File: src/rtl/plru_array.sv
// Per-set tree pseudo-LRU replacement state for an N-way set-associative cache.
// Optional per-way valid tracking with invalidate is enabled by defining PLRU_VALID_EN.
module plru_array #(
    parameter int NUM_WAYS = 4,
    parameter int NUM_SETS = 16,
    parameter int WAY_W    = $clog2(NUM_WAYS),
    parameter int SET_W    = $clog2(NUM_SETS)
) (
    input  logic             clk0,
    input  logic             rst0_n,
    input  logic             csb0,
    input  logic             web0,
    input  logic [SET_W-1:0] addr0,
    input  logic [WAY_W-1:0] din0,
`ifdef PLRU_VALID_EN
    input  logic             inv0,
`endif
    output logic [WAY_W-1:0] dout0
);

    localparam int Nodes = NUM_WAYS - 1;

    logic [NUM_SETS-1:0][Nodes-1:0] tree_q, tree_d;
    logic [WAY_W-1:0]               dout_q, dout_d;
    logic [Nodes-1:0]               row;
    logic [Nodes-1:0]               upd;
    logic [WAY_W-1:0]               tree_vic;
    logic [WAY_W-1:0]               vic;
    logic                           bit_sel;
    logic                           do_wr;
    logic                           do_rd;

`ifdef PLRU_VALID_EN
    logic [NUM_SETS-1:0][NUM_WAYS-1:0] valid_q, valid_d;
    logic [NUM_WAYS-1:0]               vrow;
`endif

    assign do_wr = !csb0 && !web0;
    assign do_rd = !csb0 && web0;

    always_comb begin
        row = tree_q[addr0];

        // Nodes on the path to din0 point away from the branch taken toward it.
        upd = row;
        for (int l = 0; l < WAY_W; l++) begin
            for (int j = 0; j < (1 << l); j++) begin
                if (j == (int'(din0) >> (WAY_W - l))) begin
                    upd[(1 << l) - 1 + j] = ((int'(din0) >> (WAY_W - 1 - l)) & 1) == 0;
                end
            end
        end

        // Walk from the root; the accumulated prefix selects the node at each level.
        tree_vic = '0;
        bit_sel  = 1'b0;
        for (int l = 0; l < WAY_W; l++) begin
            bit_sel = 1'b0;
            for (int j = 0; j < (1 << l); j++) begin
                if (j == int'(tree_vic)) begin
                    bit_sel = row[(1 << l) - 1 + j];
                end
            end
            tree_vic = (tree_vic << 1) | WAY_W'(bit_sel);
        end
    end

`ifdef PLRU_VALID_EN
    always_comb begin
        tree_d  = tree_q;
        valid_d = valid_q;
        vrow    = valid_q[addr0];
        vic     = tree_vic;
        for (int w = NUM_WAYS - 1; w >= 0; w--) begin
            if (!vrow[w]) begin
                vic = WAY_W'(w);
            end
        end
        if (do_wr) begin
            if (inv0) begin
                valid_d[addr0] = '0;
            end else begin
                valid_d[addr0][din0] = 1'b1;
                tree_d[addr0]        = upd;
            end
        end
    end
`else
    always_comb begin
        tree_d = tree_q;
        vic    = tree_vic;
        if (do_wr) begin
            tree_d[addr0] = upd;
        end
    end
`endif

    always_comb begin
        dout_d = dout_q;
        if (do_rd) begin
            dout_d = vic;
        end
    end

    always_ff @(posedge clk0 or negedge rst0_n) begin
        if (!rst0_n) begin
            tree_q <= '0;
            dout_q <= '0;
        end else begin
            tree_q <= tree_d;
            dout_q <= dout_d;
        end
    end

`ifdef PLRU_VALID_EN
    always_ff @(posedge clk0 or negedge rst0_n) begin
        if (!rst0_n) begin
            valid_q <= '0;
        end else begin
            valid_q <= valid_d;
        end
    end
`endif

    assign dout0 = dout_q;

endmodule

File: config.mk
export PLATFORM = sky130hd
export DESIGN_NAME = plru_array
export DESIGN_NICKNAME = d
export VERILOG_FILES = /design/src/rtl/plru_array.sv
export SDC_FILE = /design/constraint.sdc
export NUM_CORES = 1
export LEC_CHECK = 0
export BUFFER_PORTS_ARGS = -buffer_cell sky130_fd_sc_hd__buf_2
export CAP_MARGIN = 15
export CORE_MARGIN = 2
export CORE_UTILIZATION = 35
export CTS_CLUSTER_DIAMETER = 50
export CTS_CLUSTER_SIZE = 30
export DETAILED_ROUTE_END_ITERATION = 10
export GPL_ROUTABILITY_DRIVEN = 0
export GPL_TIMING_DRIVEN = 0
export SLEW_MARGIN = 20
export SYNTH_ARGS = -nofsm -noshare
export SYNTH_HDL_FRONTEND = slang
export SYNTH_SLANG_ARGS = --single-unit
export TNS_END_PERCENT = 20
File: constraint.sdc
create_clock -name clk0 -period 1.95 [get_ports clk0]
set_input_delay 0.0975 -clock clk0 [delete_from_list [all_inputs] [get_ports clk0]]
set_output_delay 0.0975 -clock clk0 [all_outputs]
set_load 0.03 [all_outputs]
Yosys cells after proc, flatten, opt, wreduce, memory -nomap -nowiden
Cells that the tools add are included.
{ "op_classes": {"n_reduce_logical": 8, "bitwise_logic": 1, "n_lt_le_gt_ge": 2, "muxes": 9} }
{ "ops": {"columns": ["op", "count"], "rows": [
  ["logical NOT 32 bit", 2],
  ["bitwise mux 48 bit", 1],
  ["binary-select mux 3 bit (select 4 bit)", 1],
  ["demux 3 bit (select 4 bit)", 1],
  ["2-to-1 mux 3 bit", 2],
  ["less-than comparator 4 x 5 -> 1 bit (second input constant)", 1],
  [">= comparator 4 x 1 -> 1 bit (second input constant)", 1],
  ["2-to-1 mux 1 bit", 4],
  ["logical AND 1 bit", 3],
  ["logical NOT 1 bit", 2],
  ["logical NOT 2 bit", 1],
  ["OR 2 x 1 -> 2 bit", 1]
]} }
{ "word_totals": {"output_inout_bits": 2, "in_bits": 10, "register_bits": 50, "word_cells": 37} }

Longest topological paths before layout
{ "logic_depth": {"word_depth": 6, "ltp_mapped": 8, "mapped_depth_nobuf": 5} }

Worst setup path before layout
OpenSTA, ideal clock, no wires.
{ "synth_timing": {"path_type": "register to register", "from": "reg tree_q[5] (netlist name)", "to": "reg tree_q[47] (netlist name)", "t_arrival_ns": 1.759, "setup_ns": 0.125, "stages_incl_launch_ff": 7, "t_required_ns": 1.825, "period_less_slack_ns": 1.883, "setup_slack_ns": 0.067, "path_cell_list": "dfrtp_1 > mux4_1 > a22oi_1 > nand2_1 > mux2_4 > buf_6 > mux2_2"} }
{ "synth_between": {"elab_chain_cells": 4} }
{ "synth_lines": {"columns": ["item", "line_no", "rtl"], "rows": [
  ["start: declaration", "23", "logic [NUM_SETS-1:0][Nodes-1:0] tree_q, tree_d;"],
  ["start signal: assignment", "110", "tree_q <= tree_d;"],
  ["binary-select mux 3 bit (select 4 bit)", "42", "row = tree_q[addr0];"],
  ["2-to-1 mux 3 bit (implied by the code)", "42", null],
  ["2-to-1 mux 1 bit", "48", "if (j == (int'(din0) >> (WAY_W - l))) begin"],
  ["bitwise mux 48 bit", "93", "tree_d[addr0] = upd;"]
]} }
Every way passes these cells. The select of a mux whose other input is x is not followed.
A chain may end at the register's enable or synchronous reset.

Final worst setup path
{ "layout_timing": {"from": "reg tree_q[41] (netlist name)", "to": "reg tree_q[2] (netlist name)"} }
The elaborated chain is that of the path after synthesis.

==> results.md <==
Final layout:
- The growth of design area from synthesis to finish is 12.9%.
- The count of cells in the finished layout, fillers not included, comes to 297.
- The net count of the finished layout is 229.
- The fraction of final layout cells with drive strength greater than 1 is 24.5%.
- The count of antenna diodes in the layout is 0.
- After routing the design area is 0.00262 mm².

Clocking:
- The clock sink total is 50.
- The cell sitting at the root of the clock tree is a sky130_fd_sc_hd__clkbuf_8.
- The total CTS buffers is 5.
- The clock-pin slew on the worst setup and hold paths is 0.09 ns.
- The H-tree depth is 2.
- The clock reaches the later pin of the worst-skew pair after 0.30 ns.
- TritonCTS built the clock tree.
- The clock passes through at most 2 buffers.

Detailed routing:
- The first routing iteration left 96 violations.
- Once detail routing completed, the nets flagged for antenna violations numbered 0.
- The first detailed-routing pass ran for 4 iterations.
- Dividing the detail-routed via count by the number of cells gives 5.16.
- The routed design has 4.95 mm of wire.
- The final routed wire length divided by cell count is 16.7 µm.
- Across all layers, the routed design uses 1532 vias.
- The DRC violation count after routing is 0.

Timing:
- The final setup violation count is 16.
- Between clock sinks in the finished design, the worst skew comes to 0.00784 ns.
- The number of hold violations in the final report came to 0.
- At the pin with the least slew margin, the transition time is 0.719 ns.
- The minimum period implied by the final worst setup slack is 2.01 ns.
- The total count of max-transition violations in the final report is 0.
- After layout, the worst path uses 103% of the clock period.
- The tightest hold path in the finished design has a slack of 0.218 ns.
- In this run the tightest slew margin relative to its limit is 51.4%.
- Once routing completed, OpenROAD measured the worst setup slack at -0.0643 ns.
- The highest achievable clock rate is 496 MHz.
- Setup repair after global routing could not meet its margin everywhere.

Floorplan:
- 12 I/O pins were placed.
- The floorplan step set the die height to 85.4 µm.
- The die covers 0.00730 mm².
- The width of the chip is 85.4 µm.
- The initial utilization of the core area, before any placement, comes to 36.3%.
- Row generation in the floorplan step produced 29 rows.
- The core outline area is 0.00639 mm².

Worst setup path:
- Along the worst path, the maximum fanout reaches 10.
- The largest individual stage delay along the critical path comes from the cell sky130_fd_sc_hd__mux4_1.
- The cell family contributing the most delay on the critical path is multiplexers.
- For this run, the slowest stage of the critical path takes 0.52 ns.
- The critical path is of the reg2reg type.
- The element type at the critical path end is a register.
- Walking the worst path, the cells encountered are mux4_1, a22oi_1, nand2_1, mux2_4, buf_6, mux2_2.
- The number of buffers and inverters on the critical path is 1.
- STA puts the critical path data arrival time at 2.20 ns.
- At the worst endpoint, the required time is 2.13 ns.
- The worst setup path is launched from a register.

Placement:
- The instance area after placement is 0.00246 mm².
- The placed instance count is 282.
- The HPWL after detailed placement is 3.47 mm.
- The count of port buffers added during placement is 8.

Power and ir drop:
- Dividing total power by cell area gives a power density of 945 mW/mm².
- The fraction of power consumed by combinational cells is 21.4%.
- The leakage power figure is 1.18 nW.
- Net switching is 27.6% of the power.
- Cell internal power was estimated by the tool at 1.79 mW.
- Summed over all nets, the switching power comes to 0.682 mW.
- VDD sags by at most 0.528 mV.
- The clock network is responsible for 24.7% of the overall power.
- Total power for the finished layout comes to 2.47 mW.
- In this run, flip-flops and latches consume 54.0% of the power.

Logic synthesis:
- The count of different cell masters after synthesis is 26.
- The area share of the largest cell type after synthesis is 53.9%.
- The total nets after synthesis is 207.
- By area the synthesized netlist is led by sky130_fd_sc_hd__dfrtp_1, sky130_fd_sc_hd__mux2_2, sky130_fd_sc_hd__mux4_1.
- The cell type with the largest total area after synthesis is sky130_fd_sc_hd__dfrtp_1.
- During synthesis, Yosys emitted a total of 0 warnings.
- The cell area after synthesis is 0.00232 mm².
- After synthesis the netlist holds a flip-flop and latch count of 50.
- After technology mapping, the gate count stands at 197.
- Summing the sequential cell areas from Yosys gives 53.9% of the chip area.
- The average footprint of a synthesized cell is 11.8 µm².

Min path:
- The type of the tightest min-delay check is in2reg.

Job:
- The count of max-cap constraint violations is 0.

Global routing:
- The number of antenna violations at the first check in global routing is 0.
- The total overflow left after global routing is 0.
- The via count of the first global-routing pass is 1567.
- In the global route stage, overall resource usage came out at 14.7%.
- The first global-routing pass estimated 8.05 mm of wire.
- Entering global routing, the biggest net connects 51 pins.

Status:
- The final reports fail on negative setup slack.
- The run finished, with violations left.
timing repair:
action / 4_1_cts / 5_1_grt
hold buffers: 1 / 0
setup buffers: 5 / 1
endpoints found under the hold margin: 50 / 0
setup endpoints to repair: 26 / 28
resized for setup: 5 / 1
pin swaps: 3 / 0
gates cloned: 0 / 0
Yosys cell counts:
cell and n:
sky130_fd_sc_hd__nor4b_1 1, sky130_fd_sc_hd__nand2b_1 3, sky130_fd_sc_hd__o21ai_0 21, sky130_fd_sc_hd__dfrtp_1 50, sky130_fd_sc_hd__nand3_1 2, sky130_fd_sc_hd__nand4_1 1, sky130_fd_sc_hd__and2_1 1, sky130_fd_sc_hd__nor4_1 1
sky130_fd_sc_hd__buf_2 2, sky130_fd_sc_hd__buf_6 2, sky130_fd_sc_hd__nor3_1 3, sky130_fd_sc_hd__a22oi_1 6, sky130_fd_sc_hd__a21oi_2 1, sky130_fd_sc_hd__nor2_1 19, sky130_fd_sc_hd__mux2_4 1, sky130_fd_sc_hd__inv_1 1
sky130_fd_sc_hd__nand2_1 33, sky130_fd_sc_hd__mux4_2 5, sky130_fd_sc_hd__buf_4 1, sky130_fd_sc_hd__clkbuf_1 3, sky130_fd_sc_hd__mux2i_1 1, sky130_fd_sc_hd__nor2b_1 2, sky130_fd_sc_hd__mux4_1 7, sky130_fd_sc_hd__a21oi_1 12
sky130_fd_sc_hd__mux2_2 17, sky130_fd_sc_hd__buf_1 1
layer usage:
layer	wire [µm]	global-route usage [%]	vias up	share of wire, %
met1	2360	20.8	758	48
li1	-	-	747	-
met3	190	3.21	2	3.8
met4	21	3.61	0	0.42
met5	0	0	-	0
met2	2380	23.2	25	48
flip-flops by register name, summed over array words and instances (netlist names):
name    cells
tree_q     48
dout0       2
worst min-delay path, delay by kind of cell:
family	cells	cell delay, ns
buffers and inverters	1	0.13
AO/OA/AOI/OAI	1	0.10
AND/OR/NAND/NOR	1	0.14
area by class of cell:
type | count | area, µm²
Clock buffer | 7 | 86.3
Tap cell | 77 | 96.3
Inverter | 1 | 3.75
Clock inverter | 1 | 5.00
Fill cell | 620 | 3770
Buffer | 9 | 58.8
Timing Repair Buffer | 15 | 97.6
Multi-Input combinational cell | 137 | 1020
Sequential cell | 50 | 1250
through the flow:
step	setup WS (ns)	setup TNS, ns	util [%]
4_1_cts	-0.0535	-0.591	40.8
2_1_floorplan	0.0668	0	-
5_1_grt	-0.124	-1.66	41.0
3_5_place_dp	-0.278	-4.68	38.5
6_report	-0.0643	-0.849	41.0
3_3_place_gp	-0.249	-4.39	38.5
cell families (layout without fill, tap and decap cells):
kind of cell / Yosys count / after routing / share of synthesized area [%]
AO/OA/AOI/OAI: 40 / 40 / 9.43
buffers and inverters: 10 / 33 / 2.53
flip-flops: 50 / 50 / 53.9
multiplexers: 31 / 31 / 22.1
AND/OR/NAND/NOR: 66 / 66 / 12.0
placed cells by master, fill, tap and decap left out, types with 3 or more instances in the layout:
master and count:
sky130_fd_sc_hd__clkbuf_8 6, sky130_fd_sc_hd__buf_4 7, sky130_fd_sc_hd__a22oi_1 4, sky130_fd_sc_hd__buf_2 9, sky130_fd_sc_hd__buf_6 3, sky130_fd_sc_hd__nor2_1 19, sky130_fd_sc_hd__nand2_1 33, sky130_fd_sc_hd__o21ai_0 21
sky130_fd_sc_hd__nand2b_1 3, sky130_fd_sc_hd__dfrtp_1 50, sky130_fd_sc_hd__nor3_1 3, sky130_fd_sc_hd__a21oi_1 12, sky130_fd_sc_hd__mux4_1 5, sky130_fd_sc_hd__mux2_2 17, sky130_fd_sc_hd__mux4_2 7, sky130_fd_sc_hd__clkbuf_1 4
worst paths after layout:
kind	cells past startpoint	slack (ns)	end	from
min in group asynchronous	2	0.36	tree_q[17]	rst0_n
hold / removal	3	0.22	dout0[0]	web0
setup reg to reg	6	-0.06	tree_q[2]	tree_q[41]
hold reg to reg	2	0.48	tree_q[43]	tree_q[43]
setup / recovery	6	-0.06	tree_q[2]	tree_q[41]
max in group asynchronous	2	1.19	dout0[0]	rst0_n
power by group through the flow:
stage / logic (mW) / clock network (mW) / registers, mW
detailed placement: 0.493 / 0 / 1.36
floorplan: 0.343 / 0 / 1.35
global placement: 0.479 / 0 / 1.35
global route: 0.586 / 0.676 / 1.36
CTS: 0.527 / 0.636 / 1.34
finish: 0.529 / 0.611 / 1.34
Note: power is estimated with default switching activity, not from simulation.
